==> src/rtl/riscv_pkg.sv <==
// riscv_pkg: types and constants shared by the core datapath.
//   reg_size    - architectural register / ALU width
//   alu_op_e    - operation select for the combinational ALU
//   arb_state_e - state encoding for the shared-ALU arbiter
package riscv_pkg;

    localparam int reg_size = 32;

    typedef enum logic [3:0] {
        ADD, SUB, SLL, SLT, SLTU, XOR, SRL, SRA, OR, AND
    } alu_op_e;

    typedef enum logic [1:0] {
        ARB_IDLE,
        ARB_EXEC,
        ARB_RESP
    } arb_state_e;

endpackage

==> src/rtl/rr_arbiter2.sv <==
// rr_arbiter2: two-way round-robin grant, purely combinational.
//   req[1:0] - request vector
//   ptr      - preferred requester when both request
//   gnt[1:0] - one-hot grant, zero when nothing requests
module rr_arbiter2 (
    input  logic [1:0] req,
    input  logic       ptr,
    output logic [1:0] gnt
);

    // A lone requester always wins; the pointer only breaks ties.
    assign gnt = (req == 2'b11) ? (ptr ? 2'b10 : 2'b01) : req;

endmodule

==> src/rtl/alu_arbiter.sv <==
// alu_arbiter: shares one combinational ALU between the execute stage
// (requester 0) and the branch-compare unit (requester 1).
//   clk, rst            - clock, synchronous active-high reset
//   req_valid/req_ready - per-requester handshake (ready is one-hot or zero)
//   req_op/is_R/rs1/rs2/imm - per-requester operation and operands
//   alu_*               - registered drive to the ALU, results back from it
//   rsp_valid/rsp_ready - response handshake
//   rsp_id/result/is_equal - owner, result and SUB zero flag of the response
module alu_arbiter
    import riscv_pkg::*;
#(
    parameter int XLEN = reg_size
) (
    input  logic            clk,
    input  logic            rst,
    input  logic [1:0]      req_valid,
    output logic [1:0]      req_ready,
    input  alu_op_e         req_op    [2],
    input  logic [1:0]      req_is_R,
    input  logic [XLEN-1:0] req_rs1   [2],
    input  logic [XLEN-1:0] req_rs2   [2],
    input  logic [XLEN-1:0] req_imm   [2],
    output logic            alu_is_R,
    output logic [XLEN-1:0] alu_rs1,
    output logic [XLEN-1:0] alu_rs2,
    output logic [XLEN-1:0] alu_imm32,
    output alu_op_e         alu_op,
    input  logic [XLEN-1:0] alu_result,
    input  logic            alu_is_equal,
    output logic            rsp_valid,
    input  logic            rsp_ready,
    output logic            rsp_id,
    output logic [XLEN-1:0] rsp_result,
    output logic            rsp_is_equal
);

    arb_state_e state;
    logic       rr_ptr;
    logic [1:0] gnt;
    logic       gnt_idx;

    rr_arbiter2 u_rr (
        .req (req_valid),
        .ptr (rr_ptr),
        .gnt (gnt)
    );

    assign gnt_idx = gnt[1];

    // Grants are offered only while idle, so a pending response blocks
    // new accepts; held low during reset so nothing is accepted then.
    assign req_ready = (state == ARB_IDLE && !rst) ? gnt : 2'b00;

    // The alu_* outputs are the operand registers themselves, so the ALU
    // only ever sees accepted operations.
    // NOTE: sequential state uses non-blocking assignments so every register
    // samples pre-edge values regardless of statement order.
    always_ff @(posedge clk) begin
        if (rst) begin
            state        <= ARB_IDLE;
            rr_ptr       <= 1'b0;
            alu_op       <= ADD;
            alu_is_R     <= 1'b0;
            alu_rs1      <= '0;
            alu_rs2      <= '0;
            alu_imm32    <= '0;
            rsp_valid    <= 1'b0;
            rsp_id       <= 1'b0;
            rsp_result   <= '0;
            rsp_is_equal <= 1'b0;
        end else begin
            case (state)
                ARB_IDLE: begin
                    if (|req_valid) begin
                        alu_op    <= req_op[gnt_idx];
                        alu_is_R  <= req_is_R[gnt_idx];
                        alu_rs1   <= req_rs1[gnt_idx];
                        alu_rs2   <= req_rs2[gnt_idx];
                        alu_imm32 <= req_imm[gnt_idx];
                        rsp_id    <= gnt_idx;
                        rr_ptr    <= ~gnt_idx;
                        state     <= ARB_EXEC;
                    end
                end
                ARB_EXEC: begin
                    rsp_result <= alu_result;
                    // The ALU's equality output is only meaningful for SUB.
                    rsp_is_equal <= (alu_op == SUB) ? alu_is_equal : 1'b0;
                    rsp_valid    <= 1'b1;
                    state        <= ARB_RESP;
                end
                ARB_RESP: begin
                    if (rsp_ready) begin
                        rsp_valid <= 1'b0;
                        state     <= ARB_IDLE;
                    end
                end
                default: state <= ARB_IDLE;
            endcase
        end
    end

endmodule

==> config.mk <==
export PLATFORM = sky130hd
export DESIGN_NAME = alu_arbiter
export DESIGN_NICKNAME = d
export VERILOG_FILES = /design/src/rtl/riscv_pkg.sv /design/src/rtl/rr_arbiter2.sv /design/src/rtl/alu_arbiter.sv
export SDC_FILE = /design/constraint.sdc
export NUM_CORES = 1
export LEC_CHECK = 0
export ABC_AREA = 1
export BUFFER_PORTS_ARGS = -buffer_cell sky130_fd_sc_hd__clkbuf_2
export CAP_MARGIN = 5
export CORE_MARGIN = 5
export CORE_UTILIZATION = 30
export DETAILED_ROUTE_END_ITERATION = 8
export GPL_TIMING_DRIVEN = 0
export HOLD_SLACK_MARGIN = 0.1
export PLACE_DENSITY_LB_ADDON = 0.2
export SLEW_MARGIN = 20
export SYNTH_ARGS = -nofsm -noshare
export SYNTH_HDL_FRONTEND = slang
export SYNTH_SLANG_ARGS = --single-unit
==> constraint.sdc <==
create_clock -name clk -period 1.6 [get_ports clk]
set_input_delay 0.16 -clock clk [delete_from_list [all_inputs] [get_ports clk]]
set_output_delay 0.16 -clock clk [all_outputs]
set_load 0.02 [all_outputs]
[Word-level counts from Yosys, hierarchy flattened]
Cells that the tools add are included.
Cells by class
  $lt $le $gt $ge: 2
  equality and inequality tests: 6
  multiplexer cells: 23
  bitwise gates (word level): 2
  reduce and logical (&&, ||, !) cells: 8
Operator list (number)
  two-way mux 32 bit: 9
  two-way mux 4 bit: 3
  two-way mux 2 bit: 5
  one-hot mux 2 bit (3 select lines): 1
  AND reduction 2 bit: 3
  equality test 2 bit, second input constant: 2
  equality test 4 x 1 -> 1 bit, second input constant: 1
  two-way mux 1 bit: 4
  equality test 2 x 1 -> 1 bit, second input constant: 1
  >= comparator 2 bit, second input constant: 1
  logical NOT 2 bit: 1
  < comparator 1 x 2 -> 1 bit, second input constant: 1
  != test 2 x 1 -> 1 bit, second input constant: 1
  != test 2 bit, second input constant: 1
  NOT 1 -> 2 bit: 1
  one-hot mux 1 bit (2 select lines): 1
  nonzero test 2 bit: 1
  OR reduction 2 bit: 1
  logical AND 1 bit: 1
  logical NOT 1 bit: 1
  NOT 1 bit: 1
Word-level totals
  bits in registers: 139
  input port bits: 240
  output and inout port bits: 138
  logic and storage cells: 52

[Depth between registers and ports, before layout]
Gate-level depths: netlist of run 1.
  word-level depth: 6
  depth in mapped cells: 10
  mapped depth without buffers: 7

[Hierarchy]
A second synthesis of run 1 with hierarchy kept.
Second synthesis, totals
  cells, all modules: 1147
  area, all modules: 6772.7 um2
Modules (own cells, without submodules)
  alu_arbiter: times used 1, cells each 1142, area an instance 6751.5 um2, sequential area each 2782.7 um2
  rr_arbiter2: times used 1, cells each 5, area an instance 21.3 um2, sequential area each 0.0 um2

[Least setup slack after synthesis of run 1]
Ideal clock, no wire load.
  kind: reg-to-output
  start point: register state[1]
  end point: output req_ready[0]
  arrival: 1.262 ns
  data required time: 1.440 ns
  path slack: 0.178 ns
  cell stages (with the launch flop): 6
  buffers on the path: 2
  path through: dfxtp_1 > nor2_4 > buf_4 > buf_2 > nand3_1 > nor2_1
On the way
  word-level cells in the longest chain between the ends: 3
Ends and longest elaborated chain
  from (decl): line alu_arbiter.sv:37  | arb_state_e state;
  from (signal assigned): line alu_arbiter.sv:60  | state <= ARB_IDLE;
  from (signal assigned): line alu_arbiter.sv:82  | state <= ARB_EXEC;
  from (signal assigned): line alu_arbiter.sv:90  | state <= ARB_RESP;
  logical NOT 2 bit: line alu_arbiter.sv:52  | assign req_ready = (state == ARB_IDLE && !rst) ? gnt : 2'b00;
  logical AND 1 bit: line alu_arbiter.sv:52
  two-way mux 2 bit: line alu_arbiter.sv:52
  to (decl): line alu_arbiter.sv:17  | output logic [1:0] req_ready,
No other way between the ends.

[Worst setup path in the final report of run 1]
  start point: register state[1]
  end point: output req_ready[1]
The elaborated chain is that of the path after synthesis.

==> results by group, run 1 <==
Placed design
  – HPWL after DPL: 21.0 mm
  – IO Port Bufs: 374
  – Weighted congestion at the end of routability-driven global placement: 0.886
  – Pre-CTS setup slack: -272 ps

GRT
  – Combined global-route utilization of all metal layers: 0.227
  – Global-route wire length before repair: 45.4 mm
  – Global-route congestion overflow total: 0
  – Via count of the first global-routing pass: 8739
  – Maximum number of pins on one net before global-route repair: 20
  – Antenna violations before repair: 0

Power
  – Clock share of power: 0.352
  – Pwr Density: 963 nW/um^2
  – Max rail drop VDD: 659 uV
  – Fraction of power spent switching nets: 0.337
  – P_sw: 3.74 mW
  – Cell internal pwr: 7.34 mW
  – Relative contribution of combinational cells to total power: 0.288
  – Static Leak: 6.29 nW
  – Seq pwr share: 0.360

Yosys
  – Number of nets produced by synthesis: 1251
  – Top cells by area in the synthesized netlist: dfxtp_1, nand4_1, nor2_1
  – Fraction of synthesized cell area taken by the top area cell type: 0.420
  – Library cell with the largest summed area after synthesis: dfxtp_1
  – Post-synth design cell area: 6630 um^2
  – Number of instances in the synthesized netlist: 1011
  – Commonest register cell after synthesis: dfxtp_1
  – Ys Warns: 0
  – Synthesized area per cell: 6.56 um^2
  – Sequential cell area fraction in the yosys report: 0.420
  – Library cell with the highest instance count after synthesis: nor2_1
  – Count of flip-flops with a built-in enable after synthesis: 0
  – Number of synthesized register bits: 139
  – Commonest cells in the synthesized netlist: nor2_1, nand2_1, nand4_1
  – Number of unique standard cell types used by synthesis: 18
  – Synth async-reset ratio: 0

Run status
  – Run status: finished with violations
  – Violated checks: setup timing

Clocking
  – Clock tree from TritonCTS: yes
  – Clock edge transition at the registers on the reported setup and hold paths: 70 ps
  – Clock latency on the worst-skew pair: 420 ps
  – H-tree lvl count: 4
  – Buffer levels on the longest clock path: 2
  – Clock root cell: clkbuf_16
  – Clock sink total: 139
  – Clock buffer count from CTS: 17

Worst setup path
  – Standard cell with the maximum stage delay on the critical path: dfxtp_4
  – Library cell appearing most often on the critical path: nor2_4
  – Slowest Stage Delay on Critical Path: 350 ps
  – Largest fanout of any net on the critical path: 2
  – Worst setup path category: reg -> out
  – Startpoint kind of the worst setup timing path: flip-flop
  – Critical Path Sink Type: output port
  – Series of cell instances along the critical path: nor2_4 > buf_12 > nand3_4 > clkbuf_16 > nor2_4 > buf_6
  – Signal arrival time at the worst endpoint: 1510 ps
  – Data required time of the critical path: 1440 ps

Detailed routing
  – Average wire per standard cell: 15.8 um
  – Post-detailed-routing wire length: 29.8 mm
  – Vias: 8806
  – Post-detailed-route count of antenna-violating nets: 0
  – TritonRoute pass-1 iters: 5
  – Post-detailed-route via-to-cell ratio: 4.67
  – Iteration-0 DRC count of the detailed router: 532
  – Residual DRC count: 0

Layout
  – Layout cell share with drive strength beyond 1: 0.299
  – Layout overhead on the synthesized area: 73.6%
  – Final net count: 1830

Timing
  – Number of hold-slack violations in the final timing report: 0
  – Period minus WS final: 1670 ps
  – Worst clock skew on the final layout: 13.1 ps
  – Maximum achievable frequency: 0.600 GHz
  – Hold slack final: 114 ps
  – Worst-margin pin slew: 599 ps
  – Headroom to the max-slew limit: 0.601
  – Total of endpoints with negative setup slack in the final report: 2
  – Unrepaired setup endpoints after global routing: yes
  – Period utilisation layout: 1.04
  – Total count of max-transition violations in the final report: 0
  – Worst setup slack after layout: -66.4 ps

Die
  – I/O pin total: 378
  – Die Width: 159 um
  – Die area: 25200 um^2
  – Y dimension of the die: 159 um
  – Site Rows: 54
  – Initial core utilization: 0.304
  – Area of the core region: 21800 um^2

Hold path
  – Class of the tightest hold or removal check: in -> reg

Run
  – Total of max-cap violations: 0
## cell families (layout without fill, tap and decap cells)
kind of cell	count (synthesis)	after routing	share of synthesized area
simple gates	637	637	0.430
buf+inv	196	788	0.120
flops	139	139	0.420
compound gates	39	39	0.0296
other cells	0	1	0
## cell type report
type / count / area (um^2)
fill: 2210 / 10300
timing repair buffer: 562 / 3770
multi-input combinational: 676 / 3100
sequential: 139 / 2790
buffer: 86 / 517
clock buffer: 18 / 439
inverter: 108 / 405
tap: 280 / 350
clock inverter: 14 / 133
antenna: 1 / 2.50
## critical path: cells and delay by family, from the launching register on
kind	cells	cell delay, ps
simple gates	3	330
buf+inv	3	420
flops	1	350
## what timing repair did
action | 4_1_cts | 5_1_grt
cloned | 0 | 0
pin swaps | 2 | 1
endpoints found under the hold margin | 124 | 0
gates resized for setup | 39 | 46
hold buffers | 180 | 0
setup buffers | 8 | 0
endpoints found under the setup margin | 101 | 99
## metrics by stage
stage / cell area (um^2) / std cells / TNS, ps / power (mW) / util
4_1_cts: 11400 / 1883 / -562 / 11.1 / 0.524
6_report: 11500 / 1884 / -105 / 11.1 / 0.527
5_1_grt: 11500 / 1883 / -2280 / 11.7 / 0.527
3_5_place_dp: 8850 / 1665 / -8720 / 6.70 / 0.406
2_1_floorplan: 6630 / 1011 / 0 / 5.62 / -
3_3_place_gp: 8850 / 1665 / -5970 / 6.69 / 0.406
## registers in the layout, summed over array words and instances (netlist names)
name / cells
alu_imm32: 32
rsp_id: 1
alu_op: 4
rsp_is_equal: 1
state: 2
rsp_result: 32
alu_rs1: 32
alu_is_R: 1
rsp_valid: 1
alu_rs2: 32
rr_ptr: 1
## per-layer routing
layer / up-vias / GRT usage / share of wire
met5: - / 0 / 0
met4: 0 / 0.0869 / 0.033
met3: 73 / 0.0514 / 0.068
met2: 337 / 0.386 / 0.48
met1: 3971 / 0.280 / 0.42
li1: 4425 / - / -
## power groups by stage
stage                     sequential, mW  clock (mW)  combinational (mW)
after detailed placement            4.06           0                2.64
after global placement              4.06           0                2.63
after CTS                           3.99        4.00                3.13
after floorplan                     4.44           0                1.18
after global routing                4.03        4.14                3.51
final                               3.99        3.90                3.19
## path summary, 6_finish.rpt
path / depth (start not counted) / startpoint / end / slack [ps]
worst max-delay path: 6 / state[1]$_SDFFE_PP0P_ / req_ready[1] / -70
worst min-delay path: 5 / req_imm[38] / alu_imm32[6]$_SDFFE_PP0P_ / 110
worst max register to register: 10 / state[1]$_SDFFE_PP0P_ / alu_imm32[1]$_SDFFE_PP0P_ / 10
worst min register to register: 2 / rsp_id$_SDFFE_PP0P_ / rsp_id$_SDFFE_PP0P_ / 460
## cell usage in the layout (no fill, tap or decap), types with 2 or more instances in the layout
cell type      Yosys  routed
clkbuf_2           0     380
nor2_1           224     223
nand2_1          207     205
dlygate4sd3_1      0     180
nand4_1          151     151
dfxtp_1          139     137
inv_1            108     108
nand3_1           50      49
o21ai_0           34      34
clkbuf_1          40      28
buf_2             43      25
buf_4              2      19
clkbuf_16          0      18
buf_6              0       6
inv_6              0       6
buf_12             0       5
a21oi_1            4       4
clkinv_4           0       4
nor2_4             1       3
clkinv_2           0       3
nand3_4            0       2
nand2_4            0       2
buf_1              3       2
clkbuf_4           0       2
Note: power is estimated with default switching activity, not from simulation.
==> run 2, diff against run 1 <==
RECOVER_POWER = 50   (was not set)
==> results by group, run 2 (same netlist as run 1, synthesis figures left out) <==
Worst setup path
  – Startpoint kind of the worst setup timing path: flip-flop
  – Standard cell with the maximum stage delay on the critical path: dfxtp_4
  – Data required time of the critical path: 1440 ps
  – R2R Setup Slk: 10 ps
  – Critical Path Sink Type: output port
  – Library cell appearing most often on the critical path: nor2_4
  – Largest fanout of any net on the critical path: 2
  – Worst setup endpoint: req_ready[1]
  – Series of cell instances along the critical path: nor2_4 > buf_12 > nand3_4 > clkbuf_16 > nor2_4 > buf_6
  – Buffer and inverter count on the worst path: 3
  – Cell family contributing the most delay on the critical path: buffers and inverters
  – Worst r2r src: state[1]$_SDFFE_PP0P_
  – Number of gates on the worst path with buffers counted: 6
  – Worst setup path category: reg -> out
  – Worst-case reg-to-reg path depth: 10
  – Slowest Stage Delay on Critical Path: 350 ps
  – Signal arrival time at the worst endpoint: 1510 ps
  – Launching element of the worst setup path: state[1]$_SDFFE_PP0P_
  – FF-to-FF End: alu_imm32[1]$_SDFFE_PP0P_

GRT
  – Global-route congestion overflow total: 0
  – Combined global-route utilization of all metal layers: 0.227
  – Maximum number of pins on one net before global-route repair: 20
  – Global-route wire length before repair: 45.4 mm
  – Antenna violations before repair: 0
  – Via count of the first global-routing pass: 8739

Placed design
  – IO Port Bufs: 374
  – Weighted congestion at the end of routability-driven global placement: 0.886
  – Standard cell area after detailed placement: 8850 um^2
  – HPWL after DPL: 21.0 mm

Run
  – Total of max-cap violations: 0

Detailed routing
  – Post-detailed-route count of antenna-violating nets: 0
  – Iteration-0 DRC count of the detailed router: 527
  – TritonRoute pass-1 iters: 5
  – Average wire per standard cell: 15.9 um
  – Residual DRC count: 0
  – Vias: 8795
  – Post-detailed-routing wire length: 29.9 mm
  – Post-detailed-route via-to-cell ratio: 4.67

Layout
  – Most used cells in the layout excluding fill and tap cells: clkbuf_2, nor2_1, nand2_1
  – Final cell area excluding filler cells: 11400 um^2
  – Layout cell share with drive strength beyond 1: 0.233
  – Layout overhead on the synthesized area: 71.5%
  – Filler Cell Count: 2268
  – Most common library cell in the layout ignoring fill and taps: clkbuf_2
  – Final net count: 1830

Die
  – I/O pin total: 378
  – Initial core utilization: 0.304
  – Die Width: 159 um
  – Die area: 25200 um^2
  – Site Rows: 54
  – Area of the core region: 21800 um^2
  – Y dimension of the die: 159 um

Clocking
  – Clock sink total: 139
  – Buffer levels on the longest clock path: 2
  – Clock root cell: clkbuf_16
  – Clock edge transition at the registers on the reported setup and hold paths: 70 ps
  – H-tree lvl count: 4
  – Clock buffer count from CTS: 17
  – Clock tree from TritonCTS: yes
  – Clock latency on the worst-skew pair: 420 ps

Timing
  – Worst-margin pin slew: 608 ps
  – Number of hold-slack violations in the final timing report: 0
  – Period minus WS final: 1670 ps
  – Worst clock skew on the final layout: 13.6 ps
  – Worst setup slack after layout: -65.6 ps
  – Total count of max-transition violations in the final report: 0
  – Total of endpoints with negative setup slack in the final report: 2
  – Maximum achievable frequency: 0.600 GHz
  – Period utilisation layout: 1.04
  – Headroom to the max-slew limit: 0.595
  – Final-layout setup total negative slack: -107 ps
  – Unrepaired setup endpoints after global routing: yes

Power
  – Pwr Density: 968 nW/um^2
  – Static Leak: 5.93 nW
  – Max rail drop VDD: 659 uV

Run status
  – Violated checks: setup timing
  – Run status: finished with violations

Hold path
  – Class of the tightest hold or removal check: in -> reg
-- run 2: changes by cell type in the layout (fill, tap and decap cells not counted) --
| cell | delta |
|---|---|
| clkbuf_1 | +107 |
| clkbuf_2 | -107 |
-- run 2: timing repair --
| action | 4_1_cts | 5_1_grt |
|---|---|---|
| buffers inserted | 8 | 0 |
| resized for setup | 39 | 46 |
| hold buffers | 180 | 0 |
| setup endpoints to repair | 101 | 99 |
| endpoints found under the hold margin | 124 | 0 |
| pin swaps | 2 | 1 |
-- run 2: routing by layer --
layer	track usage	wire length, um	share of wire
met5	0	0	0
met4	0.0869	947	0.032
met3	0.0514	2020	0.068
met2	0.386	14300	0.48
met1	0.280	12600	0.42
-- run 2: worst min-delay path by stage --
stage                 from                    endpoint  slack, ps  depth (start not counted)
2_1_floorplan    rsp_ready      rsp_valid$_SDFFE_PP0P_        270                          1
3_3_place_gp     rsp_ready      rsp_valid$_SDFFE_PP0P_        380                          2
3_5_place_dp     rsp_ready      rsp_valid$_SDFFE_PP0P_        380                          2
4_1_cts          req_op[4]      alu_op[0]$_SDFFE_PP0P_        100                          5
5_1_grt        req_imm[54]  alu_imm32[22]$_SDFFE_PP0P_        130                          5
6_report       req_imm[38]   alu_imm32[6]$_SDFFE_PP0P_        110                          5
-- run 2: tightest hold or removal path, delay by kind of cell --
kind / cells / cell delay [ps]
and+or+nand+nor: 4 / 240
buffers and inverters: 1 / 80
-- run 2: per-stage QoR --
step	instances	setup WS (ps)	hold slack, ps	util	power (mW)
6_report	1884	-65.6	113	0.521	11.0
5_1_grt	1883	-137	130	0.521	11.6
4_1_cts	1883	-110	100	0.524	11.1
3_5_place_dp	1665	-272	384	0.406	6.70
3_3_place_gp	1665	-257	378	0.406	6.69
2_1_floorplan	1011	178	271	-	5.62
-- run 2: power breakdown --
group	internal [mW]	switching (mW)	total, mW
sequential	3.80	0.189	3.99
combinational	1.26	1.87	3.13
clock	2.21	1.68	3.89
total	7.28	3.73	11.0
-- run 2: cell type report --
cell class	instances	area, um^2	area share
clock buffers	18	439	0.0386
well taps	280	350	0.0308
inverters	108	405	0.0356
diodes	1	2.50	0.000220
clock inverters	14	133	0.0117
repair buffers	562	3640	0.320
flip-flops and latches	139	2790	0.245
plain buffers	86	517	0.0454
multi-input cells	676	3100	0.272
